<file path="src/rtl/mem_stage.sv">
// mem_stage: memory-access pipeline stage; registers EXE bus, shapes load data, forwards to decode.
module mem_stage #(
  parameter int ES_TO_MS_BUS_WD = 111,
  parameter int MS_TO_WS_BUS_WD = 70,
  parameter int MS_TO_DS_BUS_WD = 38
) (
  input  logic                       clk,
  input  logic                       resetn,
  input  logic                       ws_allowin,
  output logic                       ms_allowin,
  input  logic                       es_to_ms_valid,
  input  logic [ES_TO_MS_BUS_WD-1:0] es_to_ms_bus,
  output logic                       ms_to_ws_valid,
  output logic [MS_TO_WS_BUS_WD-1:0] ms_to_ws_bus,
  output logic [MS_TO_DS_BUS_WD-1:0] ms_to_ds_bus,
  input  logic [31:0]                data_sram_rdata
);
  logic                       ms_valid;
  logic                       ms_ready_go;
  logic                       rdata_fresh;
  logic [31:0]                rdata_buf;
  logic [ES_TO_MS_BUS_WD-1:0] bus_r;
  logic [31:0]                rt, res, pc, m, sh, b_ext, h_ext, lwl, lwr, ld, final_result;
  logic [1:0]                 a;
  logic [5:0]                 t;
  logic                       mem_re, gr_we;
  logic [4:0]                 dest;
  logic [15:0]                h;

  assign {rt, a, t, mem_re, gr_we, dest, res, pc} = bus_r;
  assign ms_ready_go    = 1'b1;
  assign ms_allowin     = !ms_valid || (ms_ready_go && ws_allowin);
  assign ms_to_ws_valid = ms_valid && ms_ready_go;

  // SRAM data is only live in the first cycle; after that the captured copy is used
  assign m     = rdata_fresh ? data_sram_rdata : rdata_buf;
  assign sh    = m >> {a, 3'b000};
  assign h     = a[1] ? m[31:16] : m[15:0];
  assign b_ext = {{24{~t[5] & sh[7]}}, sh[7:0]};
  assign h_ext = {{16{~t[5] & h[15]}}, h};

  always_comb begin
    lwl = a == 2'd0 ? {m[7:0], rt[23:0]} :
          a == 2'd1 ? {m[15:0], rt[15:0]} :
          a == 2'd2 ? {m[23:0], rt[7:0]} : m;
    lwr = a == 2'd0 ? m :
          a == 2'd1 ? {rt[31:24], m[31:8]} :
          a == 2'd2 ? {rt[31:16], m[31:16]} : {rt[31:8], m[31:24]};
    ld  = t[1] ? b_ext : t[2] ? h_ext : t[3] ? lwl : t[4] ? lwr : t[0] ? m : 32'h0;
    final_result = mem_re ? ld : res;
  end

  assign ms_to_ws_bus = {gr_we, dest, final_result, pc};
  assign ms_to_ds_bus = (ms_valid && gr_we) ? {1'b1, dest, final_result} : '0;

  always_ff @(posedge clk or negedge resetn) begin
    if (!resetn) begin
      ms_valid    <= 1'b0;
      rdata_fresh <= 1'b0;
      rdata_buf   <= 32'h0;
      bus_r       <= '0;
    end else begin
      if (ms_allowin) ms_valid <= es_to_ms_valid;
      if (es_to_ms_valid && ms_allowin) bus_r <= es_to_ms_bus;
      rdata_fresh <= es_to_ms_valid && ms_allowin;
      if (rdata_fresh) rdata_buf <= data_sram_rdata;
    end
  end
endmodule

</file>
<file path="config.mk">
export PLATFORM = sky130hd
export DESIGN_NAME = mem_stage
export DESIGN_NICKNAME = d
export VERILOG_FILES = /design/src/rtl/mem_stage.sv
export SDC_FILE = /design/constraint.sdc
export NUM_CORES = 1
export LEC_CHECK = 0
export ABC_AREA = 0
export CAP_MARGIN = 5
export CORE_MARGIN = 2
export CORE_UTILIZATION = 50
export CTS_CLUSTER_SIZE = 8
export DETAILED_ROUTE_END_ITERATION = 8
export PLACE_DENSITY = 0.88
export SYNTH_ARGS = -nofsm -noshare
export SYNTH_HDL_FRONTEND = slang
export SYNTH_SLANG_ARGS = --single-unit
export TNS_END_PERCENT = 100
</file>
<file path="constraint.sdc">
create_clock -name clk -period 3.4 [get_ports clk]
set_input_delay 0.68 -clock clk [delete_from_list [all_inputs] [get_ports clk]]
set_output_delay 0.68 -clock clk [all_outputs]
set_load 0.005 [all_outputs]
</file>
==> metrics.cfg <==
[status]
status = complete, but fails checks
violations = setup timing

[clock_tree]
clk_latency_ns = 0.44
ctsHoldBuffers = 0
numCtsBuffers = 17
clock-sinks = 145
clk_pin_slew_ns = 0.07
clk_path_buf_depth = 2
cts-root-buf = clkbuf_16
htree_levels = 4
cts_tree = built

[yosys]
ys_warn_count = 0
synth.cell_area_sq_mm = 0.00914
synth-async-reset-ratio = 1.00
syn_nets = 977
ys_seq_area_frac = 0.397
synthFlopType = dfrtp_1
yosysMostFrequentCell = mux2_2
ys_seq_elements = 145
synth_edf_count = 0
synth_cell_types = 44
ys_top_cells_by_area = dfrtp_1, mux2_2, mux4_2
synthTopCellsByCount = mux2_2, dfrtp_1, a21oi_1, buf_4, o21ai_0
syn-mean-instance-area_sq_um = 11.0
synth_top_area_frac = 0.397
synth_top_area_cell = dfrtp_1
syn-instance-count = 830

[routing]
ant_nets = 0
wirelength_mm = 39.0
drc = 0
drt_pass1_iterations = 6
vias = 9340
wl_per_cell_um = 27.3
viasPerCell = 6.53
drt_iter0_drc = 988

[worst_setup_path]
crit_slowest_cell = mux4_2
r2r_slack_ns = 1.44
slowest_delay_ns = 0.57
reg2reg_depth = 4
worst_ep_required_time_ns = 2.72
worstPathArrival_ns = 2.95
crit_path_end_kind = output pin
criticalPathCategory = in2out
cp-start-kind = input port
r2r-end = bus_r[87]$_DFFE_PN0P_
crit_fanout = 2
crit_chain = clkdlybuf4s50_1, mux2i_1, mux4_2, buf_4, o21ai_1, o21ai_0, a21oi_1, dlygate4sd2_1
timing.rr.start = ms_to_ws_valid$_DFFE_PN0N_

[global_routing]
grt_pass1_vias = 9229
grt_use_total = 0.368
grt_max_degree = 80
grt_overflow_total = 0
antenna_found_initial = 0
grt_pass1_wl_mm = 54.4

[sta]
hold_viol = 0
setup_ws_ns = -0.235
setup_viol = 43
fmax_ghz = 0.275
rsz0062_at_grt = yes
period_minus_slack_ns = 3.63
slew_headroom = 0.456
drv_slew = 0
worstMarginPinSlew_ns = 0.817
finalCritPeriodShare = 1.07
skew_ns = 0.0133

[layout]
fin_nets = 1335
diodes = 0
syn_to_final_growth_pct = 58.7
regArea_sq_mm = 0.00364
fillCellCount = 982
stdcell_count = 1430
multiInputGateArea_sq_mm = 0.00575
drive_above_1_share = 0.496

[pwr]
irDropWorstVdd_uv = 446
power_leakage_nw = 6.01
power_density_mw_per_mm2 = 528

[die]
start_util = 0.509
ioPinCount = 257
die_h_um = 139
die_x_um = 139
rows = 49
dieArea_sq_mm = 0.0194
core_sq_mm = 0.0180

[placement]
place_ws_ns = -1.01
port_buffers = 256
place_hpwl_mm = 25.3
routabilityCongestion = 1.02
dp.cells = 1328

[hold_path]
min_path_type = in2async

[job]
drv_cap = 0

[cell families after synthesis]
kind of cell	after synthesis	share of synthesized area
flip-flops	145	0.397
multiplexers	222	0.313
buffers and inverters	116	0.0698
AO/OA/AOI/OAI	198	0.139
AND/OR/NAND/NOR	149	0.0814
[state kept, by name, indices dropped and copies added (netlist names)]
name / flops
rdata_fresh: 1
bus_r: 111
rdata_buf: 32
ms_to_ws_valid: 1
[metal layers]
metal / share of wire / up-vias / wire length (um) / GRT usage
met1: 0.35 / 4589 / 13500 / 0.460
met5: 0 / - / 0 / 0
li1: - / 3807 / - / -
met4: 0.057 / 0 / 2220 / 0.147
met2: 0.47 / 776 / 18500 / 0.588
met3: 0.12 / 168 / 4800 / 0.127
[per-stage QoR]
stage               TNS [ns]  area, sq um  power (mW)  hold slack [ns]   util
detailed placement    -24.63        12400        4.97            0.490  0.691
finish                 -5.03        14500        7.66            0.304  0.808
global route           -7.37        14500        7.87            0.368  0.808
CTS                    -4.33        13700        7.16            0.331  0.765
floorplan                  0         9140        3.57            0.384      -
global placement      -21.13        12400        4.91            0.485  0.691
[repair_timing]
action,CTS,global route
endpoints found under the setup margin,64,64
gates resized for setup,277,170
hold endpoints to repair,0,0
cloned,3,5
pin swaps,38,59
buffers inserted,33,38
[critical path: cells and delay by family]
kind                   cells  cell delay [ns]
multiplexers               2             0.68
buffers and inverters      3             0.96
AO/OA/AOI/OAI              3             0.62
[cell type report]
type / count / area share
Clock buffer: 17 / 0.0293
Inverter: 11 / 0.00285
Multi-Input combinational cell: 569 / 0.397
Timing Repair Buffer: 444 / 0.288
Clock inverter: 15 / 0.0129
Tap cell: 229 / 0.0197
Sequential cell: 145 / 0.251
[power by group]
group          switching, mW  internal, mW
registers              0.256          1.98
clock network          0.949         0.998
logic                   1.71          1.77
[cell usage in the layout, fill, tap and decap left out, types with 14 or more instances in the layout]
master           instances
o22ai_1                 16
mux4_2                  36
clkbuf_2                16
buf_4                  137
mux2i_1                 24
a21oi_2                 23
nor2_1                  34
nor3_2                  19
o21ai_1                 14
clkdlybuf4s50_1        179
nand2_1                 27
o21ai_0                 22
a21oi_1                 44
mux2_2                 144
clkbuf_16               23
buf_2                   32
buf_6                   29
dfrtp_1                142
[worst max path at each step]
stage,slack [ns],cells after the start,start,to
after floorplan,0.65,6,data_sram_rdata[31],ms_to_ds_bus[14]
after global placement,-0.89,9,data_sram_rdata[7],ms_to_ws_bus[44]
after detailed placement,-1.01,9,data_sram_rdata[7],ms_to_ws_bus[44]
after CTS,-0.26,11,rdata_fresh$_DFF_PN0_,ms_to_ws_bus[40]
after global routing,-0.32,8,data_sram_rdata[28],ms_to_ds_bus[4]
final,-0.23,8,data_sram_rdata[28],ms_to_ds_bus[4]
Note: power is estimated with default switching activity, not from simulation.
